--- config.mk ---
export PLATFORM = sky130hd
export DESIGN_NAME = uart_tx_periph
export DESIGN_NICKNAME = d
export VERILOG_FILES = /design/src/rtl/uart_tx_periph_pkg.sv /design/src/rtl/uart_tx_fifo.sv /design/src/rtl/uart_tx_periph.sv
export SDC_FILE = /design/constraint.sdc
export NUM_CORES = 1
export LEC_CHECK = 0
export CAP_MARGIN = 20
export CORE_MARGIN = 2
export CORE_UTILIZATION = 35
export CTS_CLUSTER_SIZE = 12
export DETAILED_ROUTE_END_ITERATION = 16
export PLACE_DENSITY = 0.59
export SLEW_MARGIN = 20
export SYNTH_ARGS = -nofsm -noshare
export SYNTH_HDL_FRONTEND = slang
export SYNTH_SLANG_ARGS = --single-unit
--- constraint.sdc ---
create_clock -name clk -period 5.1 [get_ports clk]
set_input_delay 0.765 -clock clk [delete_from_list [all_inputs] [get_ports clk]]
set_output_delay 0.765 -clock clk [all_outputs]
set_load 0.05 [all_outputs]
--- src/rtl/uart_tx_periph_pkg.sv ---
// uart_tx_periph_pkg -- shared definitions for the UART transmitter peripheral.
//   UART_BASE_ADDRESS  : register window, compared against addr[31:4]
//   uart_reg_address_t : register offsets within the window (addr[3:0])
//   uart_tx_state_t    : serializer FSM states
//   ST_* / CT_*        : STATUS and CTRL bit positions
//   eff_div()          : divider sanitizing (0 behaves as 1)
package uart_tx_periph_pkg;

  // Window 0x1000_0000 .. 0x1000_000F
  localparam logic [27:0] UART_BASE_ADDRESS = 28'h100_0000;

  typedef enum logic [3:0] {
    UART_STATUS = 4'h0,
    UART_DATA   = 4'h4,
    UART_CTRL   = 4'h8,
    UART_BAUD   = 4'hC
  } uart_reg_address_t;

  typedef enum logic [2:0] {
    IDLE,
    START,
    DATA,
    STOP,
    PARITY
  } uart_tx_state_t;

  localparam int ST_BUSY  = 0;
  localparam int ST_FULL  = 1;
  localparam int ST_EMPTY = 2;
  localparam int ST_OVF   = 3;

  localparam int CT_TXEN  = 0;
  localparam int CT_IRQEN = 1;
  localparam int CT_PAR   = 2;
  localparam int CT_ODD   = 3;

  function automatic logic [15:0] eff_div(input logic [15:0] d);
    return (d == 16'd0) ? 16'd1 : d;
  endfunction

endpackage

--- src/rtl/uart_tx_fifo.sv ---
// uart_tx_fifo -- synchronous byte FIFO for the UART transmitter.
//   clk, rst   : clock, asynchronous active-high reset
//   push/wdata : enqueue a byte; accepted when not full, or when full and
//                a pop happens in the same cycle
//   pop        : dequeue the head byte (ignored when empty)
//   rdata      : current head byte (combinational)
//   full/empty : derived from pointers carrying an extra wrap bit
module uart_tx_fifo #(
  parameter int FIFO_DEPTH = 4
) (
  input  logic       clk,
  input  logic       rst,
  input  logic       push,
  input  logic [7:0] wdata,
  input  logic       pop,
  output logic [7:0] rdata,
  output logic       full,
  output logic       empty
);

  localparam int AW = $clog2(FIFO_DEPTH);

  logic [7:0]  mem [FIFO_DEPTH];
  logic [AW:0] wr_ptr, rd_ptr;
  logic        do_push, do_pop;

  assign empty = (wr_ptr == rd_ptr);
  assign full  = (wr_ptr[AW] != rd_ptr[AW]) && (wr_ptr[AW-1:0] == rd_ptr[AW-1:0]);

  // When full, the pop frees the slot the push lands in on the same edge;
  // the head is read combinationally before that write.
  assign do_pop  = pop & ~empty;
  assign do_push = push & (~full | do_pop);

  assign rdata = mem[rd_ptr[AW-1:0]];

  always_ff @(posedge clk or posedge rst) begin
    if (rst) begin
      wr_ptr <= '0;
      rd_ptr <= '0;
    end else begin
      if (do_push) wr_ptr <= wr_ptr + 1'b1;
      if (do_pop)  rd_ptr <= rd_ptr + 1'b1;
    end
  end

  always_ff @(posedge clk) begin
    if (do_push) mem[wr_ptr[AW-1:0]] <= wdata;
  end

endmodule

--- src/rtl/uart_tx_periph.sv ---
// uart_tx_periph -- memory-mapped 8N1 UART transmitter.
//   clk, rst  : core clock, asynchronous active-high reset
//   addr_i    : LSU byte address; window selected by addr_i[31:4]
//   wdata_i   : store data, we_i store strobe, re_i load strobe
//   rdata_o   : combinational load data (0 unless re_i & sel_o)
//   sel_o     : window hit
//   tx_o      : serial line, idle high, LSB first
//   irq_o     : registered TX-done interrupt (irq_en & FIFO empty & idle)
// Registers: STATUS 0x0, DATA 0x4 (write-only), CTRL 0x8, BAUD 0xC.
// Build option: define UART_PARITY_EN to enable CTRL parity_en/odd and the
// PARITY bit between the data bits and the stop bit.
module uart_tx_periph
  import uart_tx_periph_pkg::*;
#(
  parameter int          FIFO_DEPTH       = 4,
  parameter logic [15:0] DEFAULT_BAUD_DIV = 16'd434
) (
  input  logic        clk,
  input  logic        rst,
  input  logic [31:0] addr_i,
  input  logic [31:0] wdata_i,
  input  logic        we_i,
  input  logic        re_i,
  output logic [31:0] rdata_o,
  output logic        sel_o,
  output logic        tx_o,
  output logic        irq_o
);

`ifdef UART_PARITY_EN
  localparam logic [3:0] CTRL_WMASK = 4'hF;
`else
  localparam logic [3:0] CTRL_WMASK = 4'h3;
`endif

  uart_reg_address_t reg_off;
  logic              wr_hit, wr_status, wr_data, wr_ctrl, wr_baud;

  logic [3:0]  ctrl_q;
  logic [15:0] baud_q;
  logic        ovf_q;
  logic        irq_q;

  logic        fifo_pop, fifo_full, fifo_empty;
  logic [7:0]  fifo_rdata;

  uart_tx_state_t state_q, state_n;
  logic [15:0] cnt_q, cnt_n;
  logic [15:0] div_q, div_n;
  logic [2:0]  bit_q, bit_n;
  logic [7:0]  shift_q, shift_n;
  logic        par_en_q, par_en_n;
  logic        par_bit_q, par_bit_n;
  logic        bit_end;
  logic        busy;

  // ---------------- decode ----------------
  assign sel_o     = (addr_i[31:4] == UART_BASE_ADDRESS);
  assign reg_off   = uart_reg_address_t'(addr_i[3:0]);
  assign wr_hit    = we_i & sel_o;
  assign wr_status = wr_hit & (reg_off == UART_STATUS);
  assign wr_data   = wr_hit & (reg_off == UART_DATA);
  assign wr_ctrl   = wr_hit & (reg_off == UART_CTRL);
  assign wr_baud   = wr_hit & (reg_off == UART_BAUD);

  assign busy = (state_q != IDLE);

  always_comb begin
    rdata_o = '0;
    if (re_i & sel_o) begin
      case (reg_off)
        UART_STATUS: begin
          rdata_o[ST_BUSY]  = busy;
          rdata_o[ST_FULL]  = fifo_full;
          rdata_o[ST_EMPTY] = fifo_empty;
          rdata_o[ST_OVF]   = ovf_q;
        end
        UART_CTRL:   rdata_o[3:0]  = ctrl_q;
        UART_BAUD:   rdata_o[15:0] = baud_q;
        default:     rdata_o       = '0;
      endcase
    end
  end

  // ---------------- registers ----------------
  always_ff @(posedge clk or posedge rst) begin
    if (rst) begin
      ctrl_q <= '0;
      baud_q <= DEFAULT_BAUD_DIV;
      ovf_q  <= 1'b0;
      irq_q  <= 1'b0;
    end else begin
      if (wr_ctrl) ctrl_q <= wdata_i[3:0] & CTRL_WMASK;
      if (wr_baud) baud_q <= wdata_i[15:0];
      // A dropped byte wins over a same-cycle clear so it is never lost silently.
      if (wr_data & fifo_full & ~fifo_pop)    ovf_q <= 1'b1;
      else if (wr_status & wdata_i[ST_OVF])   ovf_q <= 1'b0;
      irq_q <= ctrl_q[CT_IRQEN] & fifo_empty & (state_q == IDLE);
    end
  end

  assign irq_o = irq_q;

  uart_tx_fifo #(.FIFO_DEPTH(FIFO_DEPTH)) u_fifo (
    .clk   (clk),
    .rst   (rst),
    .push  (wr_data),
    .wdata (wdata_i[7:0]),
    .pop   (fifo_pop),
    .rdata (fifo_rdata),
    .full  (fifo_full),
    .empty (fifo_empty)
  );

  // ---------------- serializer FSM ----------------
  always_ff @(posedge clk or posedge rst) begin
    if (rst) begin
      state_q   <= IDLE;
      cnt_q     <= '0;
      div_q     <= 16'd1;
      bit_q     <= '0;
      shift_q   <= '0;
      par_en_q  <= 1'b0;
      par_bit_q <= 1'b0;
    end else begin
      state_q   <= state_n;
      cnt_q     <= cnt_n;
      div_q     <= div_n;
      bit_q     <= bit_n;
      shift_q   <= shift_n;
      par_en_q  <= par_en_n;
      par_bit_q <= par_bit_n;
    end
  end

  assign bit_end = (cnt_q == div_q - 16'd1);

  always_comb begin
    state_n   = state_q;
    cnt_n     = cnt_q;
    div_n     = div_q;
    bit_n     = bit_q;
    shift_n   = shift_q;
    par_en_n  = par_en_q;
    par_bit_n = par_bit_q;
    fifo_pop  = 1'b0;
    case (state_q)
      IDLE: begin
        // Divider and parity mode are frozen for the whole frame.
        if (ctrl_q[CT_TXEN] && !fifo_empty) begin
          fifo_pop  = 1'b1;
          shift_n   = fifo_rdata;
          div_n     = eff_div(baud_q);
          cnt_n     = '0;
          bit_n     = '0;
`ifdef UART_PARITY_EN
          par_en_n  = ctrl_q[CT_PAR];
`else
          par_en_n  = 1'b0;
`endif
          par_bit_n = (^fifo_rdata) ^ ctrl_q[CT_ODD];
          state_n   = START;
        end
      end
      default: begin
        if (!bit_end) begin
          cnt_n = cnt_q + 16'd1;
        end else begin
          cnt_n = '0;
          case (state_q)
            START: state_n = DATA;
            DATA: begin
              shift_n = {1'b0, shift_q[7:1]};
              bit_n   = bit_q + 3'd1;
              if (bit_q == 3'd7) state_n = par_en_q ? PARITY : STOP;
            end
            PARITY:  state_n = STOP;
            default: state_n = IDLE;
          endcase
        end
      end
    endcase
  end

  always_comb begin
    case (state_q)
      START:   tx_o = 1'b0;
      DATA:    tx_o = shift_q[0];
      PARITY:  tx_o = par_bit_q;
      default: tx_o = 1'b1;
    endcase
  end

endmodule

==> metrics.txt <==
WS Path Type=in2out; Vias=just over 4000; Setup Viol. Count Final=0; asr flop ratio synth=68.93%; Overall Global Routing Usage=15.95%; Synth area leaders=dfrtp_1, edfxtp_1, nand2_1; clk_lat worst skew=0.36 ns; worst r2r path cells=11; sequential share of the synthesized area=49.41%; final core utilization=42.90%; starting density of the core=a little over a third; total die area=16900 µm²; Net Sw Frac=between 20% and 30%; final hold vios=0; Final Critical Period=4.410 ns; FP Rows=46; FF+latch count, synth=103; multi-input logic area=roughly 2600 µm²; share of the synthesized area in the top cell type=between 20% and 30%; slowest stage delay, CP=about 0.81 ns; Seq pwr share=about half; H-tree Lvls=3; syn_area_per_cell=10.52 µm²; CP endpoint=rdata_o[6]; critical-path cell list=clkdlybuf4s50_1 -> nor4_1 -> nand2_1 -> nor4_1 -> nand2_1 -> nor2_1 -> and2_1 -> clkdlybuf4s50_1; Leak=2.844 nW; clk sinks=between 100 and 150; met3 Usage GRT=2.706%; fin nets=~670; CTS tree=done; unrepaired setup endpoints after global routing=no; TNS Setup=0 ns; post-layout instance area=6741 µm²; largest net degree at the start of global routing=40; initial antenna violation count=0; worst-path fanout max=12; Peak VDD IR=0.1736 mV; 1st-pass router iterations=4; share of layout cells above drive strength 1=11.73%; first-pass GRT wire length=between 20000 and 25000 µm; CP bufs+invs=2; Max Cap Viol=0; post-synth top area cell=dfrtp_1; delay-heaviest family, CP=simple AND/OR/NAND/NOR gates; clock slew at reported path FFs=about 0.070 ns; worst slew pin tran=0.8985 ns; Slew headroom=40.10%; FMAX=226.8 MHz; power per cell area=249.6 nW/µm²; fillers=~1500; total gr overflow=0; Worst EP arrival=around 3.6 ns; worst r2r src=div_q[0]; Via density=5.101; NetSw=0.3980 mW; Die Ht=130.0 µm; most common cell in the netlist=nand2_1; mapped cell area=5555 µm²; Initial DRC Count=180; clk buf depth=2; DIE WIDTH=about 130 µm; clock skew=0.01171 ns; placed cell area=6419 µm²; post-CTS setup buffer count=0; GR Util met2=25.28%; Comb power frac=5.3%; Commonest cells post-synth=nand2_1, dfrtp_1, edfxtp_1; Worst Setup SP=addr_i[10]; core area=15710 µm²; post-cts sizing count=0; R2R Setup Slk=1.44 ns; PortBufs=70; clock share of power=44.1%; GRT busiest layer=met2; Required @ worst endpoint=about 4.3 ns; CP endpoint kind=output pin; WP depth=8; vias in the first global route=4115; Final Slew Violations=0; Fin Hold WS=0.4961 ns; library cells used by synthesis=64; yosys warns=0; Num CTS Buffers=9; Routed WL per cell=approximately 16 µm; Final GP Congestion=approximately 0.8; Hold-fix buffers, CTS=0; period utilisation layout=86.47%; I/O Pins=103; ANT cells=0; Root Driver=clkbuf_16; GR Util met1=21.62%; reg2reg end=cnt_q[12]; Register Area=2745 µm²; cells after synthesis=528; total power=1.683 mW; crit path launch type=input port; Slowest cell on crit path=clkdlybuf4s50_1; hpwl dp=roughly 9200 µm; final wirelength=12620 µm; Hold/Removal Path Class=reg2reg; DRC viols=0; status=complete, no violations; number of synthesized flops with an enable pin=32; internal power=between 1 and 1.5 mW; Synth-to-Final Area Change=21.35%; post-detailed-route count of antenna-violating nets=0; ys flop type=dfrtp_1
-- area by class of cell --
type / count / area share (%)
Timing Repair Buffer: 78 / 11.28
Clock buffer: 9 / 3.341
Clock inverter: 7 / 1.448
Sequential cell: 103 / 40.72
Multi-Input combinational cell: 378 / 37.97
Tap cell: 216 / 4.009
Inverter: 22 / 1.225
-- cells in the final DEF, fill, tap and decap left out, types with 3 or more instances in the layout --
cell type / count
mux2i_1: 3
clkdlybuf4s50_1: 70
xor2_1: 10
clkbuf_16: 9
inv_6: 4
o21ai_0: 10
and3_1: 14
edfxtp_1: 32
nand4_1: 8
a21oi_1: 19
and2_1: 17
nand2_1: 78
a22o_1: 3
dfrtp_1: 65
nor3_1: 11
or4_1: 6
a211o_1: 7
nor4b_1: 3
mux2_2: 20
o31ai_1: 3
xnor2_1: 17
or2_2: 3
nor4_1: 15
or3_1: 4
nand3_1: 18
inv_1: 21
mux4_2: 8
nand2b_1: 3
o311ai_0: 8
dfstp_2: 6
nor2_1: 23
ha_1: 12
buf_4: 8
nor3b_1: 3
conb_1: 16
-- registers in the layout, summed over array words and instances, names as in the netlist --
signal         count
ctrl_q             2
u_fifo.rd_ptr      3
baud_q            16
irq_o              1
state_q            2
u_fifo.wr_ptr      3
ovf_q              1
bit_q              3
div_q             16
cnt_q             16
u_fifo.mem        32
shift_q            8
-- cell families after synthesis --
family / share of synthesized area, %
other: 0.06750
AO/OA/AOI/OAI: 10.02
AND/OR/NAND/NOR: 19.91
buffers and inverters: 5.518
multiplexers: 8.108
XOR/XNOR: 4.257
flip-flops: 49.41
adder cells (fa/ha/maj): 2.703
-- stage by stage --
step / cells / setup slack, ns
4_1_cts: 813 / 0.6210
5_1_grt: 813 / 0.2853
6_report: 813 / 0.6902
3_5_place_dp: 797 / 0.6213
2_1_floorplan: 543 / 1.770
3_3_place_gp: 797 / 0.6309
-- worst min path at each step --
stage	endpoint	cells past startpoint	slack, ns	startpoint
after floorplan	bit_q[0]	1	0.46	bit_q[0]
after global placement	u_fifo.wr_ptr[2]	1	0.48	u_fifo.wr_ptr[2]
after detailed placement	shift_q[7]	1	0.48	shift_q[7]
after CTS	bit_q[0]	1	0.50	bit_q[0]
after global routing	u_fifo.wr_ptr[2]	1	0.51	u_fifo.wr_ptr[2]
final	u_fifo.wr_ptr[2]	1	0.50	u_fifo.wr_ptr[2]
-- power by group through the flow --
| stage | logic, mW | registers (mW) | clock network (mW) |
|---|---|---|---|
| after global placement | 0.0900 | 0.868 | 0 |
| after CTS | 0.0912 | 0.851 | 0.755 |
| after floorplan | 0.0488 | 0.869 | 0 |
| after global routing | 0.0975 | 0.851 | 0.787 |
| after detailed placement | 0.0909 | 0.868 | 0 |
| final | 0.0895 | 0.851 | 0.742 |
-- routing by layer --
layer,vias to the layer above,share of wire (%)
li1,2010,-
met1,2002,47
met2,118,46
met3,17,5.0
met4,0,1.9
met5,-,0
Note: power is estimated with default switching activity, not from simulation.
